===== src/rtl/ltc2624_spi_sequencer.sv =====
// Multi-channel SPI master for the quad 12-bit LTC2624 DAC.
// One START streams a 32-bit frame to every channel selected in the mask.
module ltc2624_spi_sequencer #(
  parameter int CLK_DIV = 2,
  parameter int NUM_CH  = 4,
  parameter int DATA_W  = 12,
  parameter int CS_GAP  = 4,
  parameter int CLR_CYC = 8
) (
  input  logic                       CLOCK,
  input  logic                       RESET,
  input  logic                       START,
  input  logic [3:0]                 CMD,
  input  logic [NUM_CH-1:0]          CHAN_MASK,
  input  logic [NUM_CH*DATA_W-1:0]   DATA,
  input  logic                       CLR_REQ,
  input  logic                       SPI_MISO,
  output logic                       SPI_SCK,
  output logic                       SPI_MOSI,
  output logic                       DAC_CS,
  output logic                       DAC_CLR,
  output logic                       BUSY,
  output logic                       DONE,
  output logic [31:0]                ECHO,
  output logic                       ECHO_VALID
);

  localparam int DW   = $clog2(CLK_DIV) + 1;
  localparam int AMAX = (CS_GAP > CLR_CYC) ? CS_GAP : CLR_CYC;
  localparam int AW   = $clog2(AMAX) + 1;

  typedef enum logic [2:0] {
    IDLE,
    LOAD,
    SCK_LO,
    SCK_HI,
    CS_HOLD,
    GAP,
    CLEAR
  } state_t;

  state_t                    state_q, state_d;
  logic [DW-1:0]             div_q, div_d;
  logic [AW-1:0]             aux_q, aux_d;
  logic [4:0]                bit_q, bit_d;
  logic [31:0]               tx_q, tx_d;
  logic [31:0]               rx_q, rx_d;
  logic [3:0]                cmd_q, cmd_d;
  logic [NUM_CH-1:0]         pend_q, pend_d;
  logic [NUM_CH*DATA_W-1:0]  data_q, data_d;
  logic [1:0]                cur_q, cur_d;
  logic                      sck_q, sck_d;
  logic                      mosi_q, mosi_d;
  logic                      cs_q, cs_d;
  logic                      clr_q, clr_d;
  logic                      busy_q, busy_d;
  logic                      done_q, done_d;
  logic [31:0]               echo_q, echo_d;
  logic                      ev_q, ev_d;

  logic [1:0]                sel;
  logic [DATA_W-1:0]         samp;
  logic [31:0]               frame;
  logic                      div_end;

  // lowest-index pending channel wins
  always_comb begin
    sel = '0;
    for (int i = NUM_CH - 1; i >= 0; i--) begin
      if (pend_q[i]) sel = 2'(i);
    end
  end

  always_comb begin
    samp          = data_q[sel*DATA_W +: DATA_W];
    frame         = '0;
    frame[23:20]  = cmd_q;
    frame[19:16]  = {2'b00, sel};
    frame[15 -: DATA_W] = samp;
  end

  assign div_end = (div_q == DW'(CLK_DIV - 1));

  always_comb begin
    state_d = state_q;
    div_d   = div_q;
    aux_d   = aux_q;
    bit_d   = bit_q;
    tx_d    = tx_q;
    rx_d    = rx_q;
    cmd_d   = cmd_q;
    pend_d  = pend_q;
    data_d  = data_q;
    cur_d   = cur_q;
    sck_d   = sck_q;
    mosi_d  = mosi_q;
    cs_d    = cs_q;
    clr_d   = clr_q;
    busy_d  = busy_q;
    done_d  = 1'b0;
    echo_d  = echo_q;
    ev_d    = 1'b0;
    unique case (state_q)
      IDLE: begin
        clr_d  = 1'b1;
        sck_d  = 1'b0;
        cs_d   = 1'b1;
        busy_d = 1'b0;
        if (START) begin
          if (|CHAN_MASK) begin
            cmd_d   = CMD;
            pend_d  = CHAN_MASK;
            data_d  = DATA;
            busy_d  = 1'b1;
            state_d = LOAD;
          end else begin
            done_d  = 1'b1;
          end
        end else if (CLR_REQ) begin
          clr_d   = 1'b0;
          busy_d  = 1'b1;
          aux_d   = '0;
          state_d = CLEAR;
        end
      end
      LOAD: begin
        tx_d    = frame;
        mosi_d  = frame[31];
        cs_d    = 1'b0;
        sck_d   = 1'b0;
        bit_d   = 5'd31;
        div_d   = '0;
        cur_d   = sel;
        state_d = SCK_LO;
      end
      SCK_LO: begin
        if (div_end) begin
          div_d   = '0;
          sck_d   = 1'b1;
          rx_d    = {rx_q[30:0], SPI_MISO};
          state_d = SCK_HI;
        end else begin
          div_d   = div_q + DW'(1);
        end
      end
      SCK_HI: begin
        if (div_end) begin
          div_d = '0;
          sck_d = 1'b0;
          if (bit_q == 5'd0) begin
            state_d = CS_HOLD;
          end else begin
            bit_d   = bit_q - 5'd1;
            tx_d    = {tx_q[30:0], 1'b0};
            mosi_d  = tx_q[30];
            state_d = SCK_LO;
          end
        end else begin
          div_d = div_q + DW'(1);
        end
      end
      CS_HOLD: begin
        if (div_end) begin
          div_d   = '0;
          cs_d    = 1'b1;
          echo_d  = rx_q;
          ev_d    = 1'b1;
          aux_d   = '0;
          state_d = GAP;
        end else begin
          div_d   = div_q + DW'(1);
        end
      end
      GAP: begin
        if (aux_q == AW'(CS_GAP - 1)) begin
          pend_d = pend_q & ~(NUM_CH'(1) << cur_q);
          if (pend_d == '0) begin
            busy_d  = 1'b0;
            done_d  = 1'b1;
            state_d = IDLE;
          end else begin
            state_d = LOAD;
          end
        end else begin
          aux_d = aux_q + AW'(1);
        end
      end
      CLEAR: begin
        if (aux_q == AW'(CLR_CYC - 1)) begin
          clr_d   = 1'b1;
          busy_d  = 1'b0;
          state_d = IDLE;
        end else begin
          aux_d = aux_q + AW'(1);
        end
      end
      default: state_d = IDLE;
    endcase
  end

  always_ff @(posedge CLOCK) begin
    if (RESET) begin
      state_q <= IDLE;
      div_q   <= '0;
      aux_q   <= '0;
      bit_q   <= '0;
      tx_q    <= '0;
      rx_q    <= '0;
      cmd_q   <= '0;
      pend_q  <= '0;
      data_q  <= '0;
      cur_q   <= '0;
      sck_q   <= 1'b0;
      mosi_q  <= 1'b0;
      cs_q    <= 1'b1;
      clr_q   <= 1'b0;
      busy_q  <= 1'b0;
      done_q  <= 1'b0;
      echo_q  <= '0;
      ev_q    <= 1'b0;
    end else begin
      state_q <= state_d;
      div_q   <= div_d;
      aux_q   <= aux_d;
      bit_q   <= bit_d;
      tx_q    <= tx_d;
      rx_q    <= rx_d;
      cmd_q   <= cmd_d;
      pend_q  <= pend_d;
      data_q  <= data_d;
      cur_q   <= cur_d;
      sck_q   <= sck_d;
      mosi_q  <= mosi_d;
      cs_q    <= cs_d;
      clr_q   <= clr_d;
      busy_q  <= busy_d;
      done_q  <= done_d;
      echo_q  <= echo_d;
      ev_q    <= ev_d;
    end
  end

  assign SPI_SCK    = sck_q;
  assign SPI_MOSI   = mosi_q;
  assign DAC_CS     = cs_q;
  assign DAC_CLR    = clr_q;
  assign BUSY       = busy_q;
  assign DONE       = done_q;
  assign ECHO       = echo_q;
  assign ECHO_VALID = ev_q;

endmodule

===== config.mk =====
export PLATFORM = sky130hd
export DESIGN_NAME = ltc2624_spi_sequencer
export DESIGN_NICKNAME = d
export VERILOG_FILES = /design/src/rtl/ltc2624_spi_sequencer.sv
export SDC_FILE = /design/constraint.sdc
export NUM_CORES = 1
export LEC_CHECK = 0
export ABC_AREA = 1
export BUFFER_PORTS_ARGS = -buffer_cell sky130_fd_sc_hd__buf_2
export CORE_MARGIN = 1
export CORE_UTILIZATION = 50
export CTS_CLUSTER_DIAMETER = 150
export CTS_CLUSTER_SIZE = 16
export DETAILED_ROUTE_END_ITERATION = 10
export GPL_TIMING_DRIVEN = 0
export PLACE_DENSITY_LB_ADDON = 0.1
export SYNTH_ARGS = -nofsm -noshare
export SYNTH_HDL_FRONTEND = slang
export SYNTH_SLANG_ARGS = --single-unit

===== constraint.sdc =====
create_clock -name CLOCK -period 2 [get_ports CLOCK]
set_clock_uncertainty 0.1 [all_clocks]
set_input_delay 0.2 -clock CLOCK [delete_from_list [all_inputs] [get_ports CLOCK]]
set_output_delay 0.2 -clock CLOCK [all_outputs]
set_load 0.1 [all_outputs]

==> metrics.md, run 1 <==
| Metric | Value |
|---|---|
| Status | `completed` |
| Post-synth top area share | `0.4708` |
| Sequential share of the synthesized area | `0.4708` |
| I/O Buffers | `99` |
| CTS tree | `yes` |
| Async SR Flop Fraction | `0` |
| Final Power | `about 13 mW` |
| Site Rows | `between 40 and 50` |
| Storage cell area | `approximately 0.0034 sq mm` |
| Largest family of logic cells by synthesized area | `simple AND/OR/NAND/NOR gates` |
| Hold_ws | `roughly 0.014 ns` |
| Area Growth Syn to Fin | `26.40%` |
| RSZ-0062 raised after global routing | `false` |
| Vias in the first global route | `about 6300` |
| Crit path DAT | `around 2.0 ns` |
| Antenna violations before repair | `0` |
| Crit path max fanout | `10` |
| Dominant register cell in the synthesized netlist | `dfxtp_1` |
| Post-CTS setup buffer count | `0` |
| Largest net degree at the start of global routing | `17` |
| Hold Path Stages | `4` |
| Post-Synth XOR/XNOR Area | `0.004847` |
| Dpl cell area | `between 0.007 and 0.008 sq mm` |
| Lkg Pwr | `around 4.2 nW` |
| # clock sinks | `170` |
| Yosys warns | `0` |
| Endpoints failing setup | `0` |
| Diodes inserted | `0` |
| Internal reg-to-reg setup slack | `around 0.19 ns` |
| Slew @ Worst Pin | `0.6934 ns` |
| HP Class | `in -> reg` |
| Filler cells | `1289` |
| Overall Global Routing Usage | `0.2577` |
| Total CTS buffers | `17` |
| Crit path kind | `reg -> reg` |
| Post-Synth Adder-Cell Area | `0.003462` |
| Most frequent cell after synthesis | `nor2_1` |
| Yosys top cell by area | `dfxtp_1` |
| Final instance area | `0.009136 sq mm` |
| CP Launch Type | `flip-flop` |
| Syn avg cell area | `7.114 sq um` |
| Reg power frac | `0.350` |
| Combinational share of power | `0.389` |
| CTS H-tree depth | `4` |
| Drt wl/cell | `13.48 um` |
| Post-route ant nets | `0` |
| Synthesized flop and latch total | `between 150 and 200` |
| Gp weighted congestion | `slightly below 0.9` |
| Layout cells sized above 1 | `0.1686` |
| Die Wd | `about 120 um` |
| Final setup margin | `approximately 0.19 ns` |
| IO Pins | `100` |
| Via count | `slightly above 7000` |
| RR Startpoint | `state_q[1]` |
| Max Buffers Root-to-Sink | `2` |
| Switch Pwr | `approximately 5.5 mW` |
| Crit path time final | `1.809 ns` |
| Max cap viols | `0` |
| Compound-cell area share of the yosys netlist | `0.1362` |
| CTS root buffer | `clkbuf_16` |
| Final hold viol count | `0` |
| Reg2Reg Depth | `7` |
| Net Count, Synth | `~1100` |
| Die area | `between 0.01 and 0.015 sq mm` |
| Int Power | `around 7.7 mW` |
| Crit path to | `data_q[13]` |
| Final nets | `1254` |
| Global-route wire length before repair | `29900 um` |
| Mux cell area share after synthesis | `0` |
| Number of distinct library cells after synthesis | `30` |
| Placed insts | `1295` |
| Synth area leaders | `dfxtp_1 (47%), nor2_1 (15%), nand2_1 (8.7%)` |
| Multi-input gate area | `between 0.003 and 0.004 sq mm` |
| Clock power share | `0.261` |
| Crit. Startpoint | `state_q[1]` |
| Core box area | `between 0.01 and 0.015 sq mm` |
| Synth cell count leaders | `nor2_1 (283), dfxtp_1 (170), nand2_1 (168)` |
| Drt pass-1 iters | `5` |
| Crit share post-route | `0.9046` |
| Worst-skew pair later-pin latency | `about 0.43 ns` |
| Worst slack at placement | `-0.01086 ns` |
| Crit end category | `flip-flop` |
| DR iter-0 viols | `slightly above 400` |
| Pins Over Slew Limit | `0` |
| Final non-filler cell total | `1384` |
| Fmax | `about 550 MHz` |
| Die height | `about 120 um` |
| Post-detailed-routing wire length | `roughly 19000 um` |
| EDFF count, synth | `0` |
| Mapped Area | `between 0.007 and 0.008 sq mm` |
| Pwr/cell area | `around 1400 mW/mm^2` |
| Post-Synth Simple-Gate Area | `0.3137` |
| Max transition margin | `0.5346` |
| Worst reg2reg path endpoint | `data_q[13]` |
| CP Data Required Time | `around 2.2 ns` |
| Peak supply drop | `a little under 800 uV` |
| Sw Share | `0.4170` |
| Post-route DRC violation count | `0` |
| Initial Util | `0.5167` |
| CTS clk-pin slew, worst paths | `~0.070 ns` |
| DR vias/cell | `between 5 and 6` |
| HPWL Detailed | `between 10000 and 15000 um` |
| Mapped Cells | `roughly 1000` |
| Grt ovf | `0` |
flip-flops by register name (all words and copies together), names as in the netlist:
register and count:
DAC_CLR 1, data_q 48, rx_q 32, ECHO_VALID 1, pend_q 4, ECHO 32
bit_q 5, aux_q 4, cmd_q 4, DONE 1, tx_q 27, state_q 3
BUSY 1, SPI_SCK 1, cur_q 2, DAC_CS 1, div_q 2, SPI_MOSI 1
layer usage:
layer,wire (um),GRT usage,share of wire,up-vias
met2,8288,0.4024,0.44,197
met4,326,0.1021,0.017,0
met3,1114,0.05623,0.060,26
li1,-,-,-,3611
met1,8934,0.3455,0.48,3233
met5,0,0,0,-
cells in the final DEF, fill, tap and decap left out, types with 5 or more instances in the layout:
| cell | netlist | layout |
|---|---|---|
| clkbuf_16 | 0 | 17 |
| buf_4 | 8 | 8 |
| buf_6 | 6 | 6 |
| dlygate4sd3_1 | 0 | 57 |
| dfxtp_1 | 170 | 170 |
| inv_1 | 45 | 45 |
| o21ai_0 | 117 | 117 |
| inv_2 | 5 | 5 |
| nand3_1 | 74 | 74 |
| buf_2 | 19 | 118 |
| nor2_1 | 283 | 282 |
| o21ai_1 | 15 | 15 |
| nand2_1 | 168 | 168 |
| a21oi_2 | 15 | 15 |
| a21oi_1 | 34 | 34 |
| clkbuf_1 | 24 | 24 |
cell families after synthesis:
group | count (synthesis)
buf+inv | 109
flops | 170
fa+ha+maj | 2
simple gates | 547
compound gates | 184
xor+xnor | 4
worst min-delay path by stage:
stage               startpoint   endpoint
floorplan               CMD[3]   cmd_q[3]
global placement       DATA[8]  data_q[8]
detailed placement     DATA[7]  data_q[7]
CTS                    CLR_REQ    DAC_CLR
global route           CLR_REQ    DAC_CLR
finish                 CLR_REQ    DAC_CLR
worst max-delay path, cell delays in order (launching register included):
cell     delay, ns
dfxtp_1       0.40
nor2_2        0.23
nand2_4       0.10
nor2_4        0.25
inv_2         0.18
buf_2         0.22
nor2_1        0.16
nor2_1        0.06
power groups by stage:
stage	Combinational (mW)	Sequential, mW	Clock [mW]
5_1_grt	5.66	4.70	3.62
4_1_cts	5.05	4.61	3.48
3_5_place_dp	4.92	4.67	0
2_1_floorplan	3.26	5.15	0
3_3_place_gp	4.87	4.66	0
6_report	5.14	4.62	3.44
cell type report:
| type | instances | area share |
|---|---|---|
| Clock buffer | 17 | 0.04656 |
| Timing Repair Buffer | 156 | 0.1167 |
| Buffer | 57 | 0.03424 |
| Tap cell | 180 | 0.02465 |
| Clock inverter | 15 | 0.02068 |
| Multi-Input combinational cell | 737 | 0.3628 |
| Inverter | 52 | 0.02191 |
| Sequential cell | 170 | 0.3725 |
through the flow:
stage | TNS (ns) | utilization
detailed placement | -0.01086 | 0.5682
global route | 0 | 0.6531
global placement | -0.02561 | 0.5682
floorplan | 0 | -
finish | 0 | 0.6531
CTS | 0 | 0.6530
repair_timing:
action | in CTS | in global routing
hold endpoints to repair | 55 | 0
hold buffers | 57 | 0
setup endpoints to repair | 0 | 7
resized for setup | 0 | 1
Note: power is estimated with default switching activity, not from simulation.
==> run 2: changes to the inputs <==
- clock period: 2 -> 1.8 ns (I/O delays scaled with it)
==> run 2 against run 1 <==
  * Cell area increased by 0.90%
  * Via count decreased by 0.42%
  * Worst hold slack improved by 0.060 ns
  * First-iteration DRC count decreased by 5.5%
  * Register-to-register slack got worse by 0.10 ns
  * Critical path type unchanged
  * Largest power group unchanged
==> metrics.md, run 2 (synthesized netlist as in run 1, its figures left out) <==
| Metric | Value |
|---|---|
| Status | `completed` |
| RSZ-0062 raised after global routing | `false` |
| Max transition margin | `0.4670` |
| Via count | `7037` |
| Max Buffers Root-to-Sink | `2` |
| Pins Over Slew Limit | `0` |
| Reg2Reg Depth | `6` |
| Site Rows | `43` |
| CTS root buffer | `clkbuf_16` |
| HPWL Detailed | `around 13000 um` |
| Die area | `~0.015 sq mm` |
| Largest register FFs | `48` |
| Drt wl/cell | `13.66 um` |
| Lkg Pwr | `around 4.2 nW` |
| Largest net degree at the start of global routing | `17` |
| CP Launch Type | `flip-flop` |
| Crit end category | `flip-flop` |
| # clock sinks | `170` |
| Fmax | `~600 MHz` |
| Initial Util | `0.5167` |
| Crit share post-route | `0.9508` |
| Final non-filler cell total | `approximately 1400` |
| Post-route DRC violation count | `0` |
| CP Data Required Time | `just over 2 ns` |
| CTS H-tree depth | `4` |
| Area Growth Syn to Fin | `27.54%` |
| Post-detailed-routing wire length | `18930 um` |
| Post-route ant nets | `0` |
| Gp weighted congestion | `approximately 0.88` |
| IO Pins | `100` |
| Final nets | `around 1300` |
| Most frequent cells in the layout | `nor2_1 (280), dfxtp_1 (169), nand2_1 (166)` |
| Crit path DAT | `roughly 2 ns` |
| Grt ovf | `0` |
| Peak supply drop | `just under 900 uV` |
| HP Class | `in -> reg` |
| Hold Path Stages | `5` |
| Antenna violations before repair | `0` |
| CTS tree | `yes` |
| DR iter-0 viols | `about 390` |
| Core box area | `approximately 0.014 sq mm` |
| Global-route wire length before repair | `~30000 um` |
| Crit path time final | `1.711 ns` |
| Diodes inserted | `0` |
| Die height | `~120 um` |
| Total CTS buffers | `17` |
| Die Wd | `about 120 um` |
| Overall Global Routing Usage | `0.2584` |
| Layout cells sized above 1 | `0.1758` |
| CTS clk-pin slew, worst paths | `0.06 ns` |
| Final instance area | `just over 0.009 sq mm` |
| Endpoints failing setup | `0` |
| Most common cell after layout, fill and taps aside | `nor2_1` |
| Slew @ Worst Pin | `around 0.8 ns` |
| Worst slack at placement | `-0.1909 ns` |
| Max cap viols | `0` |
| Post-CTS setup buffer count | `0` |
| Final setup margin | `roughly 0.089 ns` |
| Setup TNS | `0 ns` |
| Vias in the first global route | `6346` |
| DR vias/cell | `approximately 5` |
| Placed insts | `between 1000 and 1500` |
| Final hold viol count | `0` |
| Crit path kind | `reg -> reg` |
| Biggest register | `data_q` |
| Worst-skew pair later-pin latency | `~0.44 ns` |
| Drt pass-1 iters | `6` |
| Pwr/cell area | `around 1600 mW/mm^2` |
| I/O Buffers | `just under 100` |
| Dpl cell area | `around 0.0079 sq mm` |
| Final Power | `14.85 mW` |
| Crit path max fanout | `10` |
run 2: cell count changes in the layout (fill, tap and decap cells not counted), sizes merged:
cell         previous run  this run
dlygate4sd3            57        59
buf                   132       129
clkbuf                 41        44
run 2: critical path: stages, from the launching register on:
cell,delay (ns)
dfxtp_1,0.35
inv_1,0.21
clkbuf_1,0.42
nand3_1,0.14
nand3_1,0.17
nand3_1,0.12
a21oi_2,0.14
run 2: area by class of cell:
class / count / area (sq um)
Buffer: 57 / 326.6
Clock buffer: 17 / 425.4
Clock inverter: 15 / 188.9
Fill cell: 1284 / 4770
Inverter: 52 / 202.7
Multi-Input combinational cell: 737 / 3359
Sequential cell: 170 / 3405
Tap cell: 180 / 225.2
Timing Repair Buffer: 158 / 1086
run 2: where the power goes:
group	switching (mW)	internal (mW)
registers	0.531	4.61
logic	4.07	1.81
clock network	1.62	2.21
total	6.22	8.63
run 2: metrics by stage:
step             util  hold WS, ns
3_5_place_dp   0.5682       0.3081
3_3_place_gp   0.5682       0.3026
2_1_floorplan       -       0.2149
6_report       0.6590      0.07437
5_1_grt        0.6590       0.1213
4_1_cts        0.6546      0.06921
run 2: worst paths after layout:
| path | startpoint | slack, ns | to |
|---|---|---|---|
| min reg2reg | data_q[0] | 0.36 | data_q[0] |
| max | pend_q[0] | 0.09 | tx_q[7] |
| min | START | 0.07 | DONE |
| max reg2reg | pend_q[0] | 0.09 | tx_q[7] |
run 2: what timing repair did:
item | in CTS | in global routing
hold buffers | 59 | 0
resized for setup | 1 | 24
endpoints found under the setup margin | 8 | 123
endpoints found under the hold margin | 59 | 0
run 2: layer usage:
metal  GRT usage  up-vias  share of wire
met5           0        -              0
met4      0.1021        0          0.019
met3     0.05623       29          0.055
met2      0.4048      193           0.45
met1      0.3455     3209           0.47
li1            -     3606              -
==> run 3: changes to the inputs <==
- BUFFER_PORTS_ARGS: -buffer_cell sky130_fd_sc_hd__buf_2 -> unset
- DONT_BUFFER_PORTS: unset -> 1
==> run 3 against run 2 <==
  * Register-to-register slack about the same
  * Combinational power decreased by 16%
  * Count of clock-buffer cells in the layout rose by 3
  * Cell area shrank 6.2%
  * Wire length fell by 4.3%
  * Utilization decreased by 4.1 points
  * Global-route usage shrank 1.0 points
  * Worst hold slack gained 0.040 ns
  * Power fell by 4.9%
  * Final cell count fell by 7.0%
  * Maximum frequency barely moved
  * First-iteration DRC count up 17%
==> metrics.md, run 3 (synthesized netlist as in run 1, its figures left out) <==
| Metric | Value |
|---|---|
| Status | `completed` |
| Final hold viol count | `0` |
| Filler cells | `~1300` |
| Layout cells sized above 1 | `0.1028` |
| Final nets | `1160` |
| Crit path DAT | `1.97 ns` |
| Diodes inserted | `0` |
| Worst-skew pair later-pin latency | `around 0.42 ns` |
| HP Class | `in -> reg` |
| Crit share post-route | `0.9512` |
| RSZ-0062 raised after global routing | `false` |
| Crit path time final | `1.712 ns` |
| Die Wd | `between 100 and 150 um` |
| Final Power | `about 14 mW` |
| Most common cell after layout, fill and taps aside | `nor2_1` |
| Clock power share | `0.238` |
| CTS tree | `yes` |
| Worst reg2reg path endpoint | `tx_q[11]` |
| Die height | `122.2 um` |
| Internal reg-to-reg setup slack | `0.09 ns` |
| Pwr/cell area | `1634 mW/mm^2` |
| Initial Util | `0.5167` |
| Endpoints failing setup | `0` |
| Combinational share of power | `0.349` |
| I/O Buffers | `0` |
| Peak supply drop | `862.5 uV` |
| CP Data Required Time | `between 2 and 2.5 ns` |
| Most frequent cells in the layout | `nor2_1 (281), dfxtp_1 (168), nand2_1 (166)` |
| CP Launch Type | `flip-flop` |
| Site Rows | `43` |
| Vias in the first global route | `approximately 6000` |
| Max Buffers Root-to-Sink | `2` |
| Area Growth Syn to Fin | `19.65%` |
| Grt ovf | `0` |
| DR iter-0 viols | `around 460` |
| Overall Global Routing Usage | `0.2481` |
| CTS H-tree depth | `4` |
| Crit path max fanout | `6` |
| Final setup margin | `0.08776 ns` |
| Sw Share | `0.4254` |
| Placed insts | `around 1200` |
| Via count | `between 6000 and 7000` |
| Slew @ Worst Pin | `about 1.0 ns` |
| Final non-filler cell total | `1289` |
| Max cap viols | `0` |
| Max transition margin | `0.3273` |
| Global-route wire length before repair | `approximately 29000 um` |
| RR Startpoint | `pend_q[3]` |
| HP Start | `RESET` |
| DR vias/cell | `5.113` |
| Reg2Reg Depth | `5` |
| Reg power frac | `0.413` |
| Pins Over Slew Limit | `0` |
| Core box area | `0.01399 sq mm` |
| HPWL Detailed | `12450 um` |
| Drt pass-1 iters | `5` |
| Lkg Pwr | `about 3.8 nW` |
| Post-route ant nets | `0` |
| Largest register FFs | `48` |
| CTS root buffer | `clkbuf_16` |
| # clock sinks | `170` |
| Hold Path End | `tx_q[24]` |
| Post-detailed-routing wire length | `roughly 18000 um` |
| Final core utilization | `0.6182` |
| Final instance area | `0.008648 sq mm` |
| Worst slack at placement | `-0.08011 ns` |
| Storage cell area | `around 0.0034 sq mm` |
| IO Pins | `100` |
| Multi-input gate area | `0.003337 sq mm` |
| Post-route DRC violation count | `0` |
| Gp weighted congestion | `between 0.8 and 0.9` |
| Hold Path Stages | `2` |
| Int Power | `between 8 and 9 mW` |
| Antenna violations before repair | `0` |
| Crit path kind | `reg -> reg` |
| Dpl cell area | `roughly 0.0075 sq mm` |
| Biggest register | `data_q` |
| Drt wl/cell | `~14 um` |
| CTS clk-pin slew, worst paths | `0.07 ns` |
| Switch Pwr | `between 6 and 7 mW` |
| Crit end category | `flip-flop` |
| Fmax | `slightly below 600 MHz` |
| Largest net degree at the start of global routing | `17` |
| Total CTS buffers | `17` |
| Die area | `around 0.015 sq mm` |
[run 3: changes by cell type in the layout (fill, tap and decap cells not counted), moves of 2 or more]
cell	delta
nor2_2	+3
inv_8	-2
bufinv_16	-3
dlygate4sd3_1	+2
clkbuf_2	+3
nor2_4	-4
clkinv_4	+3
buf_2	-97
[run 3: cell type report]
cell class                      count  area share
Clock buffer                       20     0.05165
Tap cell                          180     0.02604
Buffer                             57     0.03762
Sequential cell                   170      0.3938
Timing Repair Buffer               62     0.07147
Inverter                           52     0.02315
Multi-Input combinational cell    737      0.3859
Clock inverter                     11     0.01042
[run 3: worst max path at each step]
stage,cells after the start,from,endpoint
3_3_place_gp,5,RESET,ECHO[22]
3_5_place_dp,5,RESET,ECHO[22]
6_report,5,pend_q[3],tx_q[11]
5_1_grt,8,state_q[2],rx_q[25]
2_1_floorplan,10,bit_q[0],tx_q[20]
4_1_cts,7,state_q[1],cmd_q[1]
[run 3: what timing repair did]
item / CTS / global route
pin swaps: 1 / 1
resized for setup: 1 / 22
endpoints found under the setup margin: 5 / 57
hold endpoints to repair: 60 / 1
hold buffers: 60 / 1
setup buffers: 1 / 0
[run 3: power groups by stage]
| stage | Clock, mW | Sequential (mW) | Combinational, mW |
|---|---|---|---|
| final | 3.36 | 5.84 | 4.93 |
| after global routing | 3.55 | 5.94 | 5.58 |
| after CTS | 3.40 | 5.82 | 4.79 |
| after detailed placement | 0 | 5.89 | 4.63 |
| after global placement | 0 | 5.89 | 4.61 |
| after floorplan | 0 | 5.73 | 3.62 |
[run 3: per-layer routing]
layer / vias up / wire, um / GRT usage
met3: 14 / 1091 / 0.06180
met1: 2985 / 8948 / 0.3472
met4: 0 / 162 / 0.06098
met2: 170 / 7910 / 0.3813
li1: 3422 / - / -
met5: - / 0 / 0
[run 3: per-stage QoR]
| stage | hold slack, ns | TNS (ns) |
|---|---|---|
| 2_1_floorplan | 0.2149 | 0 |
| 3_3_place_gp | 0.2178 | -0.9901 |
| 3_5_place_dp | 0.2219 | -0.7858 |
| 4_1_cts | 0.009204 | 0 |
| 5_1_grt | 0.1334 | 0 |
| 6_report | 0.1146 | 0 |
[run 3: critical path, cell delays in order, from the launching register on]
cell and delay (ns):
dfxtp_1 0.35, o21ai_1 0.55, nor2_1 0.24, nand3_1 0.19, nand3_1 0.11, a21oi_2 0.12
